## config.mk

```make
export PLATFORM = sky130hd
export DESIGN_NAME = result_row_packer
export DESIGN_NICKNAME = d
export VERILOG_FILES = /design/src/rtl/jpeg_mm_pkg.sv /design/src/rtl/row_fifo.sv /design/src/rtl/result_row_packer.sv
export SDC_FILE = /design/constraint.sdc
export NUM_CORES = 1
export LEC_CHECK = 0
export BUFFER_PORTS_ARGS = -buffer_cell sky130_fd_sc_hd__buf_2
export CAP_MARGIN = 20
export CORE_UTILIZATION = 45
export CTS_CLUSTER_DIAMETER = 50
export DETAILED_ROUTE_END_ITERATION = 8
export MAX_ROUTING_LAYER = met4
export SYNTH_ARGS = -nofsm -noshare
export SYNTH_HDL_FRONTEND = slang
export SYNTH_SLANG_ARGS = --single-unit
```

## constraint.sdc

```tcl
create_clock -name clk -period 26 [get_ports clk]
set_input_delay 1.3 -clock clk [delete_from_list [all_inputs] [get_ports clk]]
set_output_delay 1.3 -clock clk [all_outputs]
set_load 0.005 [all_outputs]
```

## src/rtl/jpeg_mm_pkg.sv

```systemverilog
`default_nettype none
// ============================================================================
//  Module   : jpeg_mm_pkg
//  Purpose  : Shared widths, vector types and lane-slice helpers for the
//             DCT matrix-multiply datapath.
//  Revision : 1.0  initial release
// ============================================================================
package jpeg_mm_pkg;

    localparam int FLOAT_W = 32;
    localparam int VEC_LEN = 8;
    localparam int VEC_W   = 256;

    typedef logic [31:0]  float_t;
    typedef logic [255:0] vec_t;

    // Lane 0 occupies the top 32 bits; lane k sits at [255-32k -: 32].
    function automatic int lane_msb(input logic [2:0] k);
        return VEC_W - 1 - FLOAT_W * int'(k);
    endfunction

    function automatic float_t get_lane(input vec_t v, input logic [2:0] k);
        return v[lane_msb(k) -: FLOAT_W];
    endfunction

    function automatic vec_t set_lane(input vec_t v, input logic [2:0] k, input float_t f);
        vec_t r;
        r = v;
        r[lane_msb(k) -: FLOAT_W] = f;
        return r;
    endfunction

endpackage
`default_nettype wire

```

## src/rtl/row_fifo.sv

```systemverilog
`default_nettype none
// ============================================================================
//  Module   : row_fifo
//  Purpose  : Small row buffer carrying a 256-bit vector plus a 3-bit row tag,
//             head presented straight from storage registers.
//  Revision : 1.0  initial release
// ============================================================================
module row_fifo
    import jpeg_mm_pkg::*;
#(
    parameter int DEPTH = 2
) (
    input  logic       clk,
    input  logic       rst_n,
    input  logic       push,
    input  vec_t       push_data,
    input  logic [2:0] push_tag,
    input  logic       pop,
    output vec_t       head_data,
    output logic [2:0] head_tag,
    output logic       full,
    output logic       empty
);

    localparam int c_ADDR_W = (DEPTH > 1) ? $clog2(DEPTH) : 1;
    localparam logic [c_ADDR_W:0] c_FULL_CNT = (c_ADDR_W + 1)'(DEPTH);

    vec_t                r_data [DEPTH];
    logic [2:0]          r_tag  [DEPTH];
    logic [c_ADDR_W-1:0] r_wr_ptr;
    logic [c_ADDR_W-1:0] r_rd_ptr;
    logic [c_ADDR_W:0]   r_count;

    logic w_pop;
    logic w_push;

    assign empty = (r_count == '0);
    assign full  = (r_count == c_FULL_CNT);

    // A push into a full buffer is taken only when the head leaves the same cycle.
    assign w_pop  = pop && !empty;
    assign w_push = push && (!full || w_pop);

    assign head_data = r_data[r_rd_ptr];
    assign head_tag  = r_tag[r_rd_ptr];

    always_ff @(posedge clk) begin
        if (!rst_n) begin
            r_wr_ptr <= '0;
            r_rd_ptr <= '0;
            r_count  <= '0;
            for (int i = 0; i < DEPTH; i++) begin
                r_data[i] <= '0;
                r_tag[i]  <= '0;
            end
        end else begin
            if (w_push) begin
                r_data[r_wr_ptr] <= push_data;
                r_tag[r_wr_ptr]  <= push_tag;
                r_wr_ptr         <= r_wr_ptr + c_ADDR_W'(1);
            end
            if (w_pop) begin
                r_rd_ptr <= r_rd_ptr + c_ADDR_W'(1);
            end
            r_count <= r_count + (c_ADDR_W + 1)'(w_push) - (c_ADDR_W + 1)'(w_pop);
        end
    end

endmodule
`default_nettype wire

```

## src/rtl/result_row_packer.sv

```systemverilog
`default_nettype none
// ============================================================================
//  Module   : result_row_packer
//  Purpose  : Packs eight consecutive dot-product results into a row vector,
//             buffers finished rows and tracks row position in an 8x8 block.
//  Revision : 1.0  initial release
// ============================================================================
module result_row_packer
    import jpeg_mm_pkg::*;
#(
    parameter int FIFO_DEPTH = 2
) (
    input  logic       clk,
    input  logic       rst_n,
    input  float_t     data_in,
    input  logic       validin,
    output vec_t       row_out,
    output logic       validout,
    input  logic       readyin,
    output logic [2:0] row_index,
    output logic       block_done,
    output logic       overflow
);

    localparam int c_LANE_W = $clog2(VEC_LEN);
    localparam logic [c_LANE_W-1:0] c_LAST_LANE = c_LANE_W'(VEC_LEN - 1);
    localparam logic [2:0] c_LAST_ROW = 3'd7;

    vec_t                r_asm;
    logic [c_LANE_W-1:0] r_lane;
    logic [2:0]          r_row_cnt;
    logic                r_overflow;
    logic                r_block_done;

    logic w_commit;
    logic w_pop;
    logic w_full;
    logic w_empty;
    vec_t w_row;

    assign w_commit = validin && (r_lane == c_LAST_LANE);
    // Lane 7 bypasses the assembly register so the row commits on its own edge.
    assign w_row    = set_lane(r_asm, 3'(c_LAST_LANE), data_in);
    assign validout = !w_empty;
    assign w_pop    = validout && readyin;

    row_fifo #(
        .DEPTH (FIFO_DEPTH)
    ) u_row_fifo (
        .clk       (clk),
        .rst_n     (rst_n),
        .push      (w_commit),
        .push_data (w_row),
        .push_tag  (r_row_cnt),
        .pop       (w_pop),
        .head_data (row_out),
        .head_tag  (row_index),
        .full      (w_full),
        .empty     (w_empty)
    );

    always_ff @(posedge clk) begin
        if (!rst_n) begin
            r_asm        <= '0;
            r_lane       <= '0;
            r_row_cnt    <= '0;
            r_overflow   <= 1'b0;
            r_block_done <= 1'b0;
        end else begin
            if (validin) begin
                r_asm  <= set_lane(r_asm, 3'(r_lane), data_in);
                r_lane <= r_lane + c_LANE_W'(1);
            end
            // Row count advances even on a dropped row to stay block-aligned.
            if (w_commit) begin
                r_row_cnt <= r_row_cnt + 3'd1;
                if (w_full && !w_pop) begin
                    r_overflow <= 1'b1;
                end
            end
            r_block_done <= w_pop && (row_index == c_LAST_ROW);
        end
    end

    assign overflow   = r_overflow;
    assign block_done = r_block_done;

endmodule
`default_nettype wire

```

== Yosys cells after proc, flatten, opt, wreduce, memory -nomap -nowiden ==
Memory sizes are Yosys's and may differ from the RTL's. A register that Yosys moved wholly into a read port is not among the register bits.
Index checks and enable logic that the tools add are counted.
Word-level totals
  flip-flop bits (word level): 268
  bits in latches: 0
  memory bits (writable): 518
  memory bits (read-only): 0
  input port bits: 36
  word-level logic and storage cells: 52
  memories: 2
Memories
  u_row_fifo.r_data: words 2, width 256, read ports 1, clocked after Yosys merged registers in 1, write ports 2, line row_fifo.sv:28  | vec_t r_data [DEPTH];
  u_row_fifo.r_tag: words 2, width 3, read ports 1, clocked after Yosys merged registers in 1, write ports 2, line row_fifo.sv:29  | logic [2:0] r_tag [DEPTH];
Operators by class
  $add $sub $neg: 8
  multipliers: 0
  div/mod/pow operators: 0
  $lt $le $gt $ge: 0
  equality and inequality tests: 3
  shift-type cells: 2
  multiplexer cells: 15
  bitwise logic cells: 0
  reductions and logical operators: 14
Operators with widths (number)
  32-bit by 33-bit variable shift with 287-bit output, first input constant: 1
  32-bit by 33-bit variable part select with 287-bit output: 1
  256-bit bitwise mux: 1
  256-bit 2-to-1 mux: 1
  256-bit OR reduction: 1
  9-bit negation with 33-bit output: 1
  1-bit 2-to-1 mux: 12
  8-bit by 8-bit subtractor with 9-bit output, first input constant: 1
  3-bit by 1-bit adder with 3-bit output, second input constant: 2
  3-bit == test, second input constant: 2
  1-bit logical AND: 6
  1-bit logical NOT: 3
  3-bit 2-to-1 mux: 1
  3-bit OR reduction: 1
  1-bit adder, second input constant: 2
  2-bit by 1-bit adder with 2-bit output: 1
  2-bit == test, second input constant: 1
  2-bit logical NOT: 1
  2-bit AND reduction: 1
  2-bit by 1-bit subtractor with 2-bit output: 1
  1-bit logical OR: 1

== Logic depth before layout (Yosys ltp) ==
  word-level depth: 11
  mapped depth: 9
  gate-level depth less buffers: 9

== Modules after synthesis ==
From an unflattened synthesis, not the netlist that was laid out.
Unflattened totals
  cell total of the unflattened synthesis: 2329
  area, all modules: 32379.8 µm²
Modules (own cells, without submodules)
  row_fifo: instances 1, cells each 1414, area each 22804.4 µm²
  result_row_packer: instances 1, cells each 915, area each 9575.4 µm²

== Worst setup path after synthesis ==
OpenSTA, ideal clock, no wires.
  path kind: input to register
  from: input validin
  to: memory u_row_fifo.r_data[1][0] (netlist name), enable pin
  library setup time: 1237 ps
  arrival: 19756 ps
  path slack: 5007 ps
  cell stages on the path: 3
  path buffers: 0
  cell sequence: nand2_2 or2_2 o21ai_0
RTL lines
  start, declared: line result_row_packer.sv:16  | input logic validin,
  end, declared: line row_fifo.sv:28

==> metrics.cfg <==
[logic_synthesis]
yosysWarningCount = 0
synth_edf_count = 518
ys_seq_area_share_pct = 64.3
synth_top_cell_by_area = edfxtp_1
postSynth.asyncResetShare_pct = 0
synthTopCellsByArea = edfxtp_1, dfxtp_1, and2_1, mux2_2, a21boi_0
ys_ff_latch = 755
netlist_instances = 2463
syn_avg_cell_area_um2 = 12.8
ys_types = 35
synth_common_cells = and2_1, edfxtp_1, mux2_2
synth_area_um2 = 31600
synth_nets = 2508
yosysMostFrequentCell = and2_1
synth_top_area_share_pct = 49.2
synth_top_flop_cell = edfxtp_1

[route]
ant_nets = 0
detail_route.first_pass.iterations = 5
wire_per_inst_um = 23.6
vias = 19655
viasPerCell = 5.34
drtIter0Drc = 1498
drc = 0
detail_route.wirelength_um = 87000

[clock_tree]
cts_tree = yes
cts_setup_buffers = 0
clock_tree.buffer_depth = 3
post_cts_resized = 0
cts_buffers = 93
cts_root_buffer = clkbuf_16
clock_sinks = 755
path_clk_slew_ns = 0.06
postCtsHoldBufs = 0
clkLatencyLatePin_ns = 0.64
htreeDepth = 3

[setup_path]
path_common_cell = buf_4
slowest_stage = buf_4
critPathCaptureType = flip-flop
r2r_cells = 8
crit_required_ns = 26.25
slowest_delay_ns = 0.96
crit_arrival_ns = 4.93
critical_path_class = flip-flop to flip-flop
path_cells = ha_1 > ha_1 > nand2_2 > or2_2 > o21ai_4 > buf_4 > buf_4 > buf_4
worstSetupStartpointType = flip-flop
crit_fanout = 71

[floorplanning]
chipWidth_um = 267
placeableCoreArea_um2 = 69100
die-area_um2 = 71300
rows = 96
start_util_pct = 45.7
io_pins = 298
dieHeight_um = 267

[grt]
grt_max_degree = 261
track_usage_pct = 24.8
antenna_found_initial = 6
grt-ovfl-total = 0
grt_pass1_wl_um = 126000
grt_pass1_vias = 18922

[timing]
finalHoldViolCount = 0
whs_ns = 0.456
slew_headroom_pct = 19.5
drv_slew = 0
fin_skew_ns = 0.0198
worstMarginPinSlew_ns = 1.21
rsz0062_at_grt = false
period_share_pct = 18.0
tns_ns = 0
fmax_mhz = 214
period_minus_slack_ns = 4.68
setup_violations = 0

[finish]
final_area_um2 = 36800
drive_gt1_share_pct = 27.7
syn2layout_area_growth_pct = 16.5
nets = 2714

[placement]
place_area_um2 = 33600
port_buffers = 297
place_hpwl_um = 46900
gp_congestion = 0.773

[power]
power_mw = 2.93
p_leak_nw = 13.8
power_density_nw_per_um2 = 79.7
irDropWorstVdd_mv = 0.0482

[hold_path]
hold_depth = 2
hp-class = flip-flop to flip-flop

[flow_run]
max_cap_viol_count = 0

[run_status]
status = finished, final reports clean

-- cells by family (layout without fill, tap and decap cells) --
kind of cell	count (synthesis)	count (layout)	synth area share, %
AO/OA/AOI/OAI	231	231	5.60
XOR/XNOR	6	6	0.166
buffers and inverters	227	512	3.27
multiplexers	260	260	9.26
adder cells (fa/ha/maj)	9	9	0.356
AND/OR/NAND/NOR	975	975	17.1
other	0	2	0
flip-flops	755	755	64.3
-- cell usage in the layout, fill, tap and decap left out, types with 2 or more instances in the layout --
master      netlist  final
diode_2           0      2
clkbuf_16         0    100
clkinv_8          0      3
dfxtp_1         237    236
clkinv_2          0     13
mux2_2          259    259
o21ai_4           0      2
buf_4             2     28
inv_8             0      2
bufinv_16         0      5
nand2_1         198    198
edfxtp_1        518    518
or2_2             2      2
nor2b_1          37     34
ha_1              9      9
and2_1          525    525
inv_6             0      9
a21boi_1         30     30
xnor2_1           5      5
nor2b_4           0      2
clkinv_4          0      9
inv_1             8      8
clkinv_1          0      6
a32oi_1          32     32
and3b_1           3      3
and3_1            4      4
nand3b_1          3      3
clkbuf_8          0      8
buf_12            0      4
clkinvlp_4        0      8
nand3_1         197    197
buf_2            66    296
a21boi_0        163    163
clkbuf_1         85     10
-- power breakdown --
group | leakage [nW] | internal, mW | switching [mW] | total, mW
logic | 4.97 | 0.120 | 0.175 | 0.295
clock network | 1.55 | 0.781 | 0.526 | 1.31
registers | 7.26 | 1.32 | 0.0170 | 1.33
total | 13.8 | 2.22 | 0.718 | 2.93
-- metrics by stage --
stage | instances | worst slack [ns] | utilization [%]
floorplan | 2463 | 5.01 | -
global route | 3680 | 20.97 | 53.3
CTS | 3678 | 21.17 | 53.2
finish | 3681 | 21.32 | 53.3
global placement | 3503 | 20.43 | 48.6
detailed placement | 3504 | 20.57 | 48.6
-- cell type report --
| type | instances | area (µm²) |
|---|---|---|
| well taps | 931 | 1160 |
| clock inverters | 56 | 533 |
| multi-input cells | 1481 | 10300 |
| flip-flops and latches | 755 | 20300 |
| repair buffers | 330 | 1810 |
| inverters | 8 | 30.0 |
| fillers | 5854 | 32300 |
| diodes | 2 | 5.00 |
| clock buffers | 118 | 2650 |
-- state kept, by name, indices dropped and copies added (netlist names), named ones only --
register / cells
u_row_fifo.r_data: 512
r_row_cnt: 3
overflow: 1
r_lane: 3
u_row_fifo.r_count: 2
u_row_fifo.r_rd_ptr: 1
u_row_fifo.r_wr_ptr: 1
block_done: 1
u_row_fifo.r_tag: 6
r_asm: 224
-- critical path, delay by kind of cell, from the launching register on --
family	cells	cell delay, ns
buf+inv	3	2.51
flops	1	0.55
simple gates	2	0.54
fa+ha+maj	2	0.49
compound gates	1	0.12
-- path summary, 6_finish.rpt --
check | start | end | slack, ns
setup / recovery | r_lane[0] | u_row_fifo.r_data[0][69] | 21.32
hold / removal | r_asm[112] | r_asm[112] | 0.46
setup reg to reg | r_lane[0] | u_row_fifo.r_data[0][69] | 21.32
hold reg to reg | r_asm[112] | r_asm[112] | 0.46
-- metal layers --
layer / wire [µm] / vias up / GRT usage (%)
met5: 0 / - / -
met4: 2450 / 0 / 8.62
met3: 5240 / 123 / 3.39
met2: 43100 / 610 / 40.0
met1: 36200 / 9891 / 32.2
li1: - / 9031 / -
(Power assumes the default switching activity.)
